<file path="src/rtl/mem_arb_pkg.sv">
// rtl/mem_arb_pkg.sv - shared state encoding, master indices and burst-counter sizing for mem_arbiter
`ifndef ADDR_SIZE
`define ADDR_SIZE 16
`endif
`ifndef WORD_SIZE
`define WORD_SIZE 16
`endif

package mem_arb_pkg;

  typedef enum logic [1:0] {
    IDLE = 2'd0,
    GNT0 = 2'd1,
    GNT1 = 2'd2
  } state_t;

  localparam logic M_CPU = 1'b0;
  localparam logic M_LDR = 1'b1;

  function automatic int burst_w(input int max_burst);
    return $clog2(max_burst + 1);
  endfunction

endpackage

</file>
<file path="src/rtl/arb_pick.sv">
// rtl/arb_pick.sv - combinational next-owner picker; ARB_FIXED_PRIO_EN makes the loader win every arbitration
module arb_pick
  import mem_arb_pkg::*;
(
  input  logic [1:0] req,
  input  logic       last_gnt,
  input  logic       cur_owner,
  input  logic       granted,
  input  logic       hold,
  input  logic       force_sw,
  output logic       nxt_valid,
  output logic       nxt_owner
);

  always_comb begin
    nxt_valid = 1'b0;
    nxt_owner = cur_owner;
`ifdef ARB_FIXED_PRIO_EN
    // Only the CPU can be pushed off by the burst cap.
    if (granted && hold && !(force_sw && cur_owner == M_CPU)) begin
      nxt_valid = 1'b1;
    end else if (|req) begin
      nxt_valid = 1'b1;
      nxt_owner = req[M_LDR] ? M_LDR : M_CPU;
    end
`else
    if (granted && hold && !force_sw) begin
      nxt_valid = 1'b1;
    end else if (req == 2'b11) begin
      // A forced switch treats the current owner as the last one served.
      nxt_valid = 1'b1;
      nxt_owner = granted ? ~cur_owner : ~last_gnt;
    end else if (|req) begin
      nxt_valid = 1'b1;
      nxt_owner = req[M_LDR];
    end
`endif
  end

endmodule

</file>
<file path="src/rtl/mem_arbiter.sv">
// rtl/mem_arbiter.sv - two-master single-port RAM arbiter with burst cap, lock and read-return tag; ARB_FIXED_PRIO_EN selects loader priority
`ifndef ADDR_SIZE
`define ADDR_SIZE 16
`endif
`ifndef WORD_SIZE
`define WORD_SIZE 16
`endif

module mem_arbiter
  import mem_arb_pkg::*;
#(
  parameter int ADDR_W    = `ADDR_SIZE,
  parameter int DATA_W    = `WORD_SIZE,
  parameter int MAX_BURST = 8
) (
  input  logic              clk,
  input  logic              rst,
  input  logic              m0_req,
  input  logic              m0_we,
  input  logic              m0_lock,
  input  logic [ADDR_W-1:0] m0_addr,
  input  logic [DATA_W-1:0] m0_wdata,
  output logic              m0_gnt,
  output logic              m0_rvalid,
  output logic [DATA_W-1:0] m0_rdata,
  input  logic              m1_req,
  input  logic              m1_we,
  input  logic              m1_lock,
  input  logic [ADDR_W-1:0] m1_addr,
  input  logic [DATA_W-1:0] m1_wdata,
  output logic              m1_gnt,
  output logic              m1_rvalid,
  output logic [DATA_W-1:0] m1_rdata,
  output logic              mem_wr_en,
  output logic              mem_rd_en,
  output logic [ADDR_W-1:0] mem_addr,
  output logic [DATA_W-1:0] mem_wdata,
  input  logic [DATA_W-1:0] mem_rdata
);

  localparam int CW = burst_w(MAX_BURST);
  localparam logic [CW-1:0] CNT_MAX = CW'(MAX_BURST);

  state_t          state, state_nxt;
  logic            last_gnt;
  logic [CW-1:0]   burst_cnt, cnt_inc;
  logic            rd_vld_q, rd_own_q;

  logic            granted, owner, req_cur, we_cur, lock_cur, req_oth;
  logic            xfer, hold, force_sw, nxt_valid, nxt_owner;
  logic [ADDR_W-1:0] addr_cur;
  logic [DATA_W-1:0] wdata_cur;

  always_comb begin
    granted   = (state != IDLE);
    owner     = (state == GNT1) ? M_LDR : M_CPU;
    req_cur   = owner ? m1_req   : m0_req;
    we_cur    = owner ? m1_we    : m0_we;
    lock_cur  = owner ? m1_lock  : m0_lock;
    addr_cur  = owner ? m1_addr  : m0_addr;
    wdata_cur = owner ? m1_wdata : m0_wdata;
    req_oth   = owner ? m0_req   : m1_req;
    xfer      = granted & req_cur;
    hold      = req_cur | lock_cur;
    // Count includes this cycle's transfer so the switch lands right after the last allowed one.
    cnt_inc   = (xfer && burst_cnt != CNT_MAX) ? burst_cnt + CW'(1) : burst_cnt;
    force_sw  = granted & req_oth & ~lock_cur & (cnt_inc == CNT_MAX);
  end

  arb_pick u_pick (
    .req       ({m1_req, m0_req}),
    .last_gnt  (last_gnt),
    .cur_owner (owner),
    .granted   (granted),
    .hold      (hold),
    .force_sw  (force_sw),
    .nxt_valid (nxt_valid),
    .nxt_owner (nxt_owner)
  );

  always_comb begin
    state_nxt = IDLE;
    mem_wr_en = 1'b0;
    mem_rd_en = 1'b0;
    mem_addr  = '0;
    mem_wdata = '0;
    if (nxt_valid) begin
      state_nxt = nxt_owner ? GNT1 : GNT0;
    end
    if (xfer) begin
      mem_wr_en = we_cur;
      mem_rd_en = ~we_cur;
      mem_addr  = addr_cur;
      mem_wdata = wdata_cur;
    end
  end

  always_ff @(posedge clk or negedge rst) begin
    if (!rst) begin
      state     <= IDLE;
      last_gnt  <= M_LDR;
      burst_cnt <= '0;
      rd_vld_q  <= 1'b0;
      rd_own_q  <= M_CPU;
    end else begin
      state    <= state_nxt;
      rd_vld_q <= mem_rd_en;
      rd_own_q <= owner;
      if (state_nxt != state) begin
        burst_cnt <= '0;
        if (granted) begin
          last_gnt <= owner;
        end
      end else begin
        burst_cnt <= cnt_inc;
      end
    end
  end

  assign m0_gnt    = (state == GNT0);
  assign m1_gnt    = (state == GNT1);
  // The RAM answers one cycle after the strobe; the tag steers it to whoever issued it.
  assign m0_rvalid = rd_vld_q & (rd_own_q == M_CPU);
  assign m1_rvalid = rd_vld_q & (rd_own_q == M_LDR);
  assign m0_rdata  = m0_rvalid ? mem_rdata : '0;
  assign m1_rdata  = m1_rvalid ? mem_rdata : '0;

endmodule

</file>
<file path="config.mk">
export PLATFORM = sky130hd
export DESIGN_NAME = mem_arbiter
export DESIGN_NICKNAME = d
export VERILOG_FILES = /design/src/rtl/mem_arb_pkg.sv /design/src/rtl/arb_pick.sv /design/src/rtl/mem_arbiter.sv
export SDC_FILE = /design/constraint.sdc
export NUM_CORES = 1
export LEC_CHECK = 0
export CAP_MARGIN = 15
export CELL_PAD_IN_SITES_DETAIL_PLACEMENT = 0
export CELL_PAD_IN_SITES_GLOBAL_PLACEMENT = 2
export CORE_MARGIN = 3
export CORE_UTILIZATION = 11
export DETAILED_ROUTE_END_ITERATION = 8
export PLACE_DENSITY = 0.8
export SYNTH_ARGS = -nofsm -noshare
export SYNTH_HDL_FRONTEND = slang
export SYNTH_HIERARCHICAL = 1
export SYNTH_SLANG_ARGS = --single-unit
</file>
<file path="constraint.sdc">
create_clock -name clk -period 5.93 [get_ports clk]
set_input_delay 1.4825 -clock clk [delete_from_list [all_inputs] [get_ports clk]]
set_output_delay 1.4825 -clock clk [all_outputs]
set_load 0.02 [all_outputs]
</file>
==> flow_summary.toml <==
[grt]
grt_start_max_net_pins = 42
antenna_found_initial = 0
grt_overflow_total = 0
grt_pass1_wl_um = 10200
track_usage_pct = 9.52
first_global_vias = 1907

[hold_path]
min_path_type = "flip-flop to flip-flop"

[sta]
rsz0062_at_grt = "false"
max_slew.worst_pin.slew_ns = 0.830
fin_setup_tns_ns = 0
holdWs_ns = 0.533
max-slew-margin-rel_pct = 44.6
clock_skew_ns = 0.000436
drv_slew = 0
period_share_pct = 84.0
hold_viol = 0
max_clock_freq_mhz = 201
setup_viol = 0
finalCriticalPeriod_ns = 4.98

[placement]
hpwl_um = 5200
routabilityCongestion = 0.836
placed_cells_incl_taps = 494
portBuffers = 157

[drt]
wl_per_cell_um = 13.4
dr.pass1.iters = 5
vias_per_cell = 3.94
postRouteWirelength_um = 6680
dr.first_iter.drc_count = 127
detailroute.via_count = 1962
ant_nets = 0
drc = 0

[synth]
synthArstFlopShare_pct = 100
synth_cell_type_count = 36
yosys.area.top_type_share_pct = 20.5
synth_ff_type = "dfrtp_1"
yosysSeqAreaShare_pct = 17.9
synth-seq-cells = 9
synthCells = 209
yosys-top-cells-area = "nand2_1, dfrtp_1, a21oi_1"
synth-edff-count = 0
synth-warning-count = 6
yosys.area.top_type = "nand2_1"
syn_nets = 299
synthesis.area_um2 = 1260
syn_avg_cell_area_um2 = 6.05

[cells_and_area]
final_cell_mix = "clkdlybuf4s50_1, nand2_1, a21oi_1"
area_delta_synth_final_pct = 141
drive_gt1_share_pct = 3.07
final_cells = 498
nNetsFinal = 449
layout_commonest_cell = "clkdlybuf4s50_1"
antenna_cells = 0

[critical_path]
cp_max_fo = 38
crit_required_ns = 4.45
slowest_stage = "clkdlybuf4s50_1"
worst_setup_path_start_kind = "input pin"
cp_top_family = "buffers and inverters"
path_common_cell = "clkdlybuf4s50_1"
cp_num_buf_inv = 3
crit_type = "input pin to output pin"
path_cells = "clkdlybuf4s50_1 -> nand3b_4 -> and2_1 -> buf_4 -> a21oi_1 -> clkdlybuf4s50_1"
cp-end-kind = "output pin"
cp_slowest_stage_delay_ns = 0.65
critical_path_arrival_ns = 3.50

[clock_network]
hold_buffers = 0
post-cts-setup-buffer-count = 0
worstSkewPairLatency_ns = 0.23
ctsResizeCount = 0
cts.reportedPaths.clkPinSlew_ns = 0.04
htreeDepth = 1
root_buffer = "clkbuf_16"
cts.path.max_buffers = 2
cts-buffers-inserted = 3
cts_tree = "done"
cts_sinks = 9

[floorplanning]
fp.dieW_um = 113
die-area_um2 = 12800
start_util_pct = 11.5
die_h_um = 113
core-area_um2 = 11000
row_count = 38
pin_count = 158

[power_and_ir_drop]
cellPowerDensity_nw_per_um2 = 242
p_comb_share_pct = 69.4
p_int_w = 0.000412
pwr-share-seq_pct = 14.6
p_clk_share_pct = 16.0
switching_share_pct = 44.1
vdd_drop_max_v = 0.000231
switchingPower_w = 0.000325
leakagePower_nw = 1.22

[status]
status = "finished, final reports clean"

[job]
max_cap_violations = 0
-- final timing paths --
kind / startpoint / to / slack [ns] / depth (start not counted)
worst max-delay path: m1_req / mem_wdata[1] / 0.95 / 6
min in group asynchronous: rst / state[0] / 1.55 / 1
max in group asynchronous: rst / last_gnt / 4.06 / 1
worst min register to register: last_gnt / last_gnt / 0.53 / 2
worst min-delay path: last_gnt / last_gnt / 0.53 / 2
worst max register to register: state[0] / burst_cnt[2] / 2.78 / 12
-- worst reg2reg max path, cell delays in order, from the launching register on --
cell and delay [ns]:
dfrtp_1 0.45, nand3b_4 0.19, and2_1 0.16, buf_4 0.25
or4_1 0.51, a222oi_1 0.26, nand3b_1 0.21, a21boi_0 0.10
o221a_2 0.27, nor2b_1 0.20, a21oi_1 0.10, a2bb2oi_1 0.18
a21oi_1 0.18
-- final cells by class --
type                       count  area (um2)
timing repair buffer         159        1590
tap                          140         175
multi-input combinational    180         961
inverter                       6        22.5
clock buffer                   4        78.8
fill                        1208        7980
sequential                     9         226
-- synthesized netlist by cell type (2+ instances only) --
library cell	number
o21ai_0	2
mux2i_1	2
ha_1	2
xnor2_1	2
nor2b_1	3
nand2_1	69
and3_1	16
and2_1	18
clkbuf_1	7
nor2_1	8
dfrtp_1	8
buf_1	5
a21oi_1	35
buf_2	2
nand3b_1	4
nor3_1	2
inv_1	5
-- per-layer routing --
layer  global-route usage, %  routed length [um]  share of wire [%]
met1                    11.8                2730                 41
met5                       0                   0                  0
met2                    17.1                3320                 50
met4                    1.36                  68                1.0
met3                    2.14                 555                8.3
-- cell families (layout without fill, tap and decap cells) --
kind of cell,Yosys count,after routing,synth area share [%]
AND/OR/NAND/NOR,127,127,49.0
AO/OA/AOI/OAI,45,45,20.5
buffers and inverters,20,169,6.13
flip-flops,9,9,17.9
XOR/XNOR,3,3,2.08
multiplexers,3,3,2.47
adder cells (fa/ha/maj),2,2,1.98
-- per-stage QoR --
| step | instance area (um2) | utilization [%] | setup slack (ns) | power, W |
|---|---|---|---|---|
| after floorplan | 1260 | - | 2.04 | 0.000370 |
| after global placement | 2970 | 26.9 | 0.960 | 0.000625 |
| after detailed placement | 2970 | 26.9 | 0.939 | 0.000625 |
| after CTS | 3050 | 27.7 | 0.940 | 0.000746 |
| after global routing | 3050 | 27.7 | 0.830 | 0.000791 |
| final | 3050 | 27.7 | 0.946 | 0.000738 |
-- power by group through the flow --
stage	combinational, W	sequential, W	clock [W]
3_3_place_gp	0.000517	0.000109	0
4_1_cts	0.000518	0.000109	0.000119
2_1_floorplan	0.000277	0.0000937	0
3_5_place_dp	0.000516	0.000109	0
5_1_grt	0.000555	0.000112	0.000124
6_report	0.000512	0.000108	0.000118
-- registers in the layout (all words and copies together) (netlist names) --
signal and count:
rd_own_q 1, burst_cnt 4, state 2, rd_vld_q 1, last_gnt 1
(Power assumes the default switching activity.)
